--- config.mk ---
export PLATFORM = sky130hd
export DESIGN_NAME = mult_pipe_nxn_flat
export DESIGN_NICKNAME = d
export VERILOG_FILES = /design/src/rtl/mult_pipe_nxn_if.sv /design/src/rtl/mult_pipe_nxn.sv /design/src/flat_wrapper.sv
export SDC_FILE = /design/constraint.sdc
export NUM_CORES = 1
export LEC_CHECK = 0
export BUFFER_PORTS_ARGS = -buffer_cell sky130_fd_sc_hd__buf_2
export CORE_MARGIN = 3
export CORE_UTILIZATION = 62
export DETAILED_ROUTE_END_ITERATION = 16
export PLACE_DENSITY = 0.82
export REMOVE_ABC_BUFFERS = 1
export SLEW_MARGIN = 20
export SYNTH_ARGS = -nofsm -noshare
export SYNTH_HDL_FRONTEND = slang
export SYNTH_SLANG_ARGS = --single-unit
--- constraint.sdc ---
create_clock -name clk -period 2.25 [get_ports clk]
set_input_delay 0.225 -clock clk [delete_from_list [all_inputs] [get_ports clk]]
set_output_delay 0.225 -clock clk [all_outputs]
set_load 0.005 [all_outputs]
--- src/rtl/mult_pipe_nxn_if.sv ---
// Operand/result handshake bundle for the pipelined NxN multiplier.
interface mult_pipe_nxn_if #(
  parameter int WIDTH = 8
);
  logic               in_valid;
  logic               in_ready;
  logic [WIDTH-1:0]   in_1;
  logic [WIDTH-1:0]   in_2;
  logic               mode_signed;
  logic               mode_sat;
  logic               out_valid;
  logic               out_ready;
  logic [WIDTH-1:0]   prod;
  logic [2*WIDTH-1:0] prod_full;
  logic               ovf;

  modport slave (
    input  in_valid, in_1, in_2, mode_signed, mode_sat, out_ready,
    output in_ready, out_valid, prod, prod_full, ovf
  );

  modport master (
    output in_valid, in_1, in_2, mode_signed, mode_sat, out_ready,
    input  in_ready, out_valid, prod, prod_full, ovf
  );
endinterface

--- src/rtl/mult_pipe_nxn.sv ---
// Pipelined NxN multiplier with valid/ready stall, per-beat signed/saturate modes
// and wrap/saturate narrowing with overflow flag.
module mult_pipe_nxn #(
  parameter int WIDTH  = 8,
  parameter int STAGES = 3
) (
  input  logic             clk,
  input  logic             rst,
  mult_pipe_nxn_if.slave   bus
);
  localparam int W2 = 2 * WIDTH;

  logic              advance, accept;
  logic [STAGES:1]   vld_q;
  logic [STAGES:0]   vld_pipe;
  logic [W2-1:0]     a_ext, b_ext, mul_full;
  logic [1:0]        md_in;   // {signed, sat}
  logic [W2-1:0]     nf;
  logic [1:0]        nm;
  logic [WIDTH-1:0]  nprod;
  logic              novf;

  // Whole pipe moves together; bubbles are kept, not squeezed out.
  assign advance       = !vld_q[STAGES] || bus.out_ready;
  assign bus.in_ready  = advance;
  assign accept        = bus.in_valid && advance;
  assign vld_pipe      = {vld_q, accept};
  assign bus.out_valid = vld_q[STAGES];
  assign md_in         = {bus.mode_signed, bus.mode_sat};

  // Extending to 2W first makes one multiplier serve both signednesses.
  always_comb begin
    a_ext    = bus.mode_signed ? {{WIDTH{bus.in_1[WIDTH-1]}}, bus.in_1}
                               : {{WIDTH{1'b0}}, bus.in_1};
    b_ext    = bus.mode_signed ? {{WIDTH{bus.in_2[WIDTH-1]}}, bus.in_2}
                               : {{WIDTH{1'b0}}, bus.in_2};
    mul_full = a_ext * b_ext;
  end

  always_ff @(posedge clk or posedge rst) begin
    if (rst)          vld_q <= '0;
    else if (advance) vld_q <= vld_pipe[STAGES-1:0];
  end

  generate
    if (STAGES == 1) begin : g_single
      assign nf = mul_full;
      assign nm = md_in;
    end else begin : g_multi
      for (genvar s = 1; s < STAGES; s++) begin : g_st
        logic [W2-1:0] pf;
        logic [1:0]    md;
        if (s == 1) begin : g_first
          always_ff @(posedge clk or posedge rst) begin
            if (rst) begin
              pf <= '0;
              md <= '0;
            end else if (advance && vld_pipe[0]) begin
              pf <= mul_full;
              md <= md_in;
            end
          end
        end else begin : g_carry
          always_ff @(posedge clk or posedge rst) begin
            if (rst) begin
              pf <= '0;
              md <= '0;
            end else if (advance && vld_pipe[s-1]) begin
              pf <= g_st[s-1].pf;
              md <= g_st[s-1].md;
            end
          end
        end
      end
      assign nf = g_st[STAGES-1].pf;
      assign nm = g_st[STAGES-1].md;
    end
  endgenerate

  // Signed fits iff the top W+1 bits are all equal (pure sign extension).
  always_comb begin
    novf  = nm[1] ? !((&nf[W2-1:WIDTH-1]) || !(|nf[W2-1:WIDTH-1]))
                  : |nf[W2-1:WIDTH];
    nprod = nf[WIDTH-1:0];
    if (nm[0] && novf) begin
      if (!nm[1])         nprod = '1;
      else if (nf[W2-1])  nprod = {1'b1, {(WIDTH-1){1'b0}}};
      else                nprod = {1'b0, {(WIDTH-1){1'b1}}};
    end
  end

  always_ff @(posedge clk or posedge rst) begin
    if (rst) begin
      bus.prod      <= '0;
      bus.prod_full <= '0;
      bus.ovf       <= 1'b0;
    end else if (advance && vld_pipe[STAGES-1]) begin
      bus.prod      <= nprod;
      bus.prod_full <= nf;
      bus.ovf       <= novf;
    end
  end
endmodule

--- src/flat_wrapper.sv ---
// flat-port wrapper written by rule: the top's interface ports become plain ports
module mult_pipe_nxn_flat 
#(
  parameter int WIDTH  = 8,
  parameter int STAGES = 3
)
  (clk, rst, bus_in_valid, bus_in_1, bus_in_2, bus_mode_signed, bus_mode_sat, bus_out_ready, bus_in_ready, bus_out_valid, bus_prod, bus_prod_full, bus_ovf);
  mult_pipe_nxn_if #(.WIDTH(WIDTH)) bus_i ();
  input  logic clk;
  input  logic rst;
  input wire logic [$bits(bus_i.in_valid)-1:0] bus_in_valid;
  input wire logic [$bits(bus_i.in_1)-1:0] bus_in_1;
  input wire logic [$bits(bus_i.in_2)-1:0] bus_in_2;
  input wire logic [$bits(bus_i.mode_signed)-1:0] bus_mode_signed;
  input wire logic [$bits(bus_i.mode_sat)-1:0] bus_mode_sat;
  input wire logic [$bits(bus_i.out_ready)-1:0] bus_out_ready;
  output wire logic [$bits(bus_i.in_ready)-1:0] bus_in_ready;
  output wire logic [$bits(bus_i.out_valid)-1:0] bus_out_valid;
  output wire logic [$bits(bus_i.prod)-1:0] bus_prod;
  output wire logic [$bits(bus_i.prod_full)-1:0] bus_prod_full;
  output wire logic [$bits(bus_i.ovf)-1:0] bus_ovf;
  assign bus_i.in_valid = bus_in_valid;
  assign bus_i.in_1 = bus_in_1;
  assign bus_i.in_2 = bus_in_2;
  assign bus_i.mode_signed = bus_mode_signed;
  assign bus_i.mode_sat = bus_mode_sat;
  assign bus_i.out_ready = bus_out_ready;
  assign bus_in_ready = bus_i.in_ready;
  assign bus_out_valid = bus_i.out_valid;
  assign bus_prod = bus_i.prod;
  assign bus_prod_full = bus_i.prod_full;
  assign bus_ovf = bus_i.ovf;
  mult_pipe_nxn #(.WIDTH(WIDTH), .STAGES(STAGES)) u_core (.clk(clk), .rst(rst), .bus(bus_i));
endmodule
==> key figures <==
Timing
  • Worst clock skew: between 15 and 20 ps
  • Period utilization: 2.107
  • Worst slew margin: 0.4821
  • Final hold vios: 0
  • Setup tns final: -23310 ps
  • Setup ws final: -2490 ps
  • Max Transition Viols Final: 0
  • Post-layout minimum cycle time: roughly 4700 ps
  • Setup Viol. Count Final: 12
  • Slew of the pin with the lowest slew margin: between 700 and 800 ps
  • Highest clock rate: 211.0 MHz
  • RSZ-0062 raised after global routing: yes

Routing
  • Final antenna-violating net count: 0
  • Drt initial violations: around 250
  • Vias per cell: roughly 5.7
  • Routed WL: about 17 mm
  • DRC: 0
  • DR pass1 iterations: 5
  • Routed via count: between 4000 and 5000
  • Routed WL per cell: about 19 um

Placement
  • Placer Congestion: between 0.8 and 0.9
  • HPWL after DPL: ~11 mm
  • Dpl cells: around 840
  • IO Port Bufs: 48
  • Placed Area: about 0.007 mm^2

Worst setup path
  • FF-to-FF Start: u_core.g_multi.g_st[2].pf[11]
  • CP startpoint kind: input pin
  • Crit. path cell count: 23
  • R2r endpoint: u_core.bus.prod[1]
  • CP Data Arrival Time: a little under 5000 ps
  • CP Cell Sequence: buf_8 -> buf_12 -> buf_6 -> and2_4 -> fa_1 -> inv_2 -> fa_1 -> inv_2 -> ha_4 -> fa_1 -> ha_4 -> inv_2 -> fa_1 -> inv_2 -> ha_4 -> buf_4 -> o21ai_0 -> nand2b_1 -> a21oi_2 -> o31ai_2 -> a21oi_2 -> xor2_1 -> o21ai_1
  • Crit end category: flop
  • Reg2Reg Depth: 6
  • Critical Path RT: between 2000 and 2500 ps
  • Slowest-stage cell, CP: fa_1
  • Worst Setup EP: u_core.g_multi.g_st[1].pf[14]
  • Critical path launch point: bus_in_1[5]
  • Top cell family by delay on the critical path: adder cells
  • Crit path kind: in2reg
  • Crit-path max cell delay: approximately 550 ps
  • Crit path max fanout: 4
  • Worst path bufs/invs: 8
  • Reg2reg setup slack: 320 ps

Power
  • Cell Pwr Density: 1366 mW/mm^2
  • Static Leak: 0.003895 uW
  • Worst vdd ir: approximately 0.0007 V

Floorplanning
  • I/O Pins: slightly below 50
  • Starting Density: 0.6520
  • Core area: approximately 0.0094 mm^2
  • Chip Height: around 110 um
  • Floorplan row count: 35
  • DIE AREA: around 0.011 mm^2
  • Chip width: between 100 and 150 um

Hold path
  • HP Class: in2async

Cells and area
  • Layout cells sized above 1: 0.3928
  • Design Area, Final: around 0.0080 mm^2
  • Antenna cells: 0
  • Area grow syn2layout: 30.39%
  • Fin cells: just under 900
  • Fin nets: 886

Synthesis
  • Ys async rst share: 1.000
  • Post-Syn Instances: 613
  • Post-synth EDFFs: 0
  • Synth Cell Area: ~0.0061 mm^2
  • Synth Flop Type: dfrtp_1
  • Synthesized flop and latch total: 64
  • Synth warnings: 0
  • Seq/Total Area, Yosys: 0.2609
  • Syn Area/Cell: 10.01 um^2
  • Number of distinct library cells after synthesis: 39

Job
  • Total of max-cap violations: 0

Global route
  • Initial antenna violation count: 0
  • Grt ovf: 0
  • Vias in the first global route: roughly 5500
  • First-pass GRT wire length: between 20 and 30 mm
  • Largest net degree at the start of global routing: 41
  • Total GRT Usage: 0.3090

Clock tree
  • Clock Sinks: 64
  • Clock Pin Slew Worst Setup and Hold Paths: roughly 80 ps
  • CTS max path bufs: 2
  • Root Driver: clkbuf_8
  • H-tree depth: 3
  • CTS tree: yes
  • Worst skew pair latency: ~340 ps
  • CTS buffer count: 9

Status
  • Status: complete, but fails checks
  • Failing checks: setup timing
-- layout make-up --
class	instances	area (um^2)
sequential	64	1602
tap	129	161.4
fill	473	1411
multi-input combinational	411	4501
clock inverter	7	71.32
inverter	113	429.2
clock buffer	9	123.9
timing repair buffer	142	1116
-- metal layers --
metal | routed length [um] | part of all wire | global-route usage
met4 | 825 | 0.049 | 0.1554
met5 | 0 | 0 | 0
met3 | 834 | 0.049 | 0.04776
met1 | 6081 | 0.36 | 0.3337
met2 | 9246 | 0.54 | 0.5811
-- layout by cell type (no fill, tap or decap), types with 4 or more instances in the layout --
| cell type | instances |
|---|---|
| xnor2_1 | 26 |
| buf_2 | 39 |
| ha_1 | 31 |
| and2_4 | 11 |
| nand2b_1 | 4 |
| a21o_1 | 6 |
| nand2_1 | 48 |
| o21ai_1 | 10 |
| dfrtp_1 | 64 |
| buf_6 | 30 |
| xnor2_2 | 4 |
| ha_4 | 21 |
| fa_1 | 60 |
| a21oi_2 | 5 |
| buf_4 | 69 |
| nor2_1 | 10 |
| inv_2 | 19 |
| mux2_2 | 41 |
| o31ai_1 | 7 |
| and2_1 | 48 |
| a21oi_1 | 12 |
| clkbuf_8 | 9 |
| inv_1 | 92 |
| fa_2 | 9 |
| xor2_1 | 5 |
| o21ai_0 | 7 |
-- worst min-delay path by stage --
stage,slack (ps),depth (start not counted),end,from
final,10,2,u_core.bus.prod_full[1],rst
after global placement,400,2,u_core.bus.prod[3],rst
after detailed placement,410,2,u_core.bus.prod[1],rst
after floorplan,360,2,u_core.g_multi.g_st[1].pf[0],bus_in_2[0]
after CTS,40,2,u_core.bus.prod_full[1],rst
after global routing,80,2,u_core.bus.prod[6],rst
-- cell usage after synthesis (all sizes together) (6+ instances only) --
master / number / share of area
nor2: 14 / 0.0086
fa: 69 / 0.23
and2: 59 / 0.060
ha: 54 / 0.11
o31ai: 8 / 0.0098
nand2: 50 / 0.031
o21ai: 17 / 0.014
inv: 113 / 0.069
clkbuf: 22 / 0.013
xnor2: 30 / 0.043
mux2: 41 / 0.075
dfrtp: 64 / 0.26
a21o: 6 / 0.0073
a21oi: 20 / 0.016
-- sequential cells by signal, summed over array words and instances, names as in the netlist --
name,cells
u_core.bus.prod_full,16
u_core.g_multi.g_st.md,4
u_core.vld_q,3
u_core.bus.ovf,1
u_core.bus.prod,8
u_core.g_multi.g_st.pf,32
-- cells by family after synthesis --
family | synth area share
buffers and inverters | 0.08561
multiplexers | 0.08214
AND/OR/NAND/NOR | 0.1245
flip-flops | 0.2609
adder cells (fa/ha/maj) | 0.3351
AO/OA/AOI/OAI | 0.06176
XOR/XNOR | 0.04994
-- power by group --
part	internal, uW	leakage [uW]	switching [uW]
Sequential	1700	0.000776	412
Clock	511	0.0000916	468
Combinational	3920	0.00303	3930
-- stage by stage --
step / util / setup slack [ps] / hold WS (ps) / power (uW)
finish: 0.8501 / -2490 / 13.19 / 10940
detailed placement: 0.7468 / -2898 / 411.4 / 7519
global placement: 0.7468 / -2806 / 399.3 / 7103
CTS: 0.8326 / -2336 / 39.70 / 9954
floorplan: - / -2603 / 361.0 / 5571
global route: 0.8501 / -2589 / 80.37 / 11570
-- repair_timing --
action,4_1_cts,5_1_grt
buffers inserted,13,3
setup endpoints to repair,12,13
gates cloned,0,0
gates resized for setup,127,26
hold buffers,0,0
pin swaps,71,25
hold endpoints to repair,0,0
(Power assumes the default switching activity.)
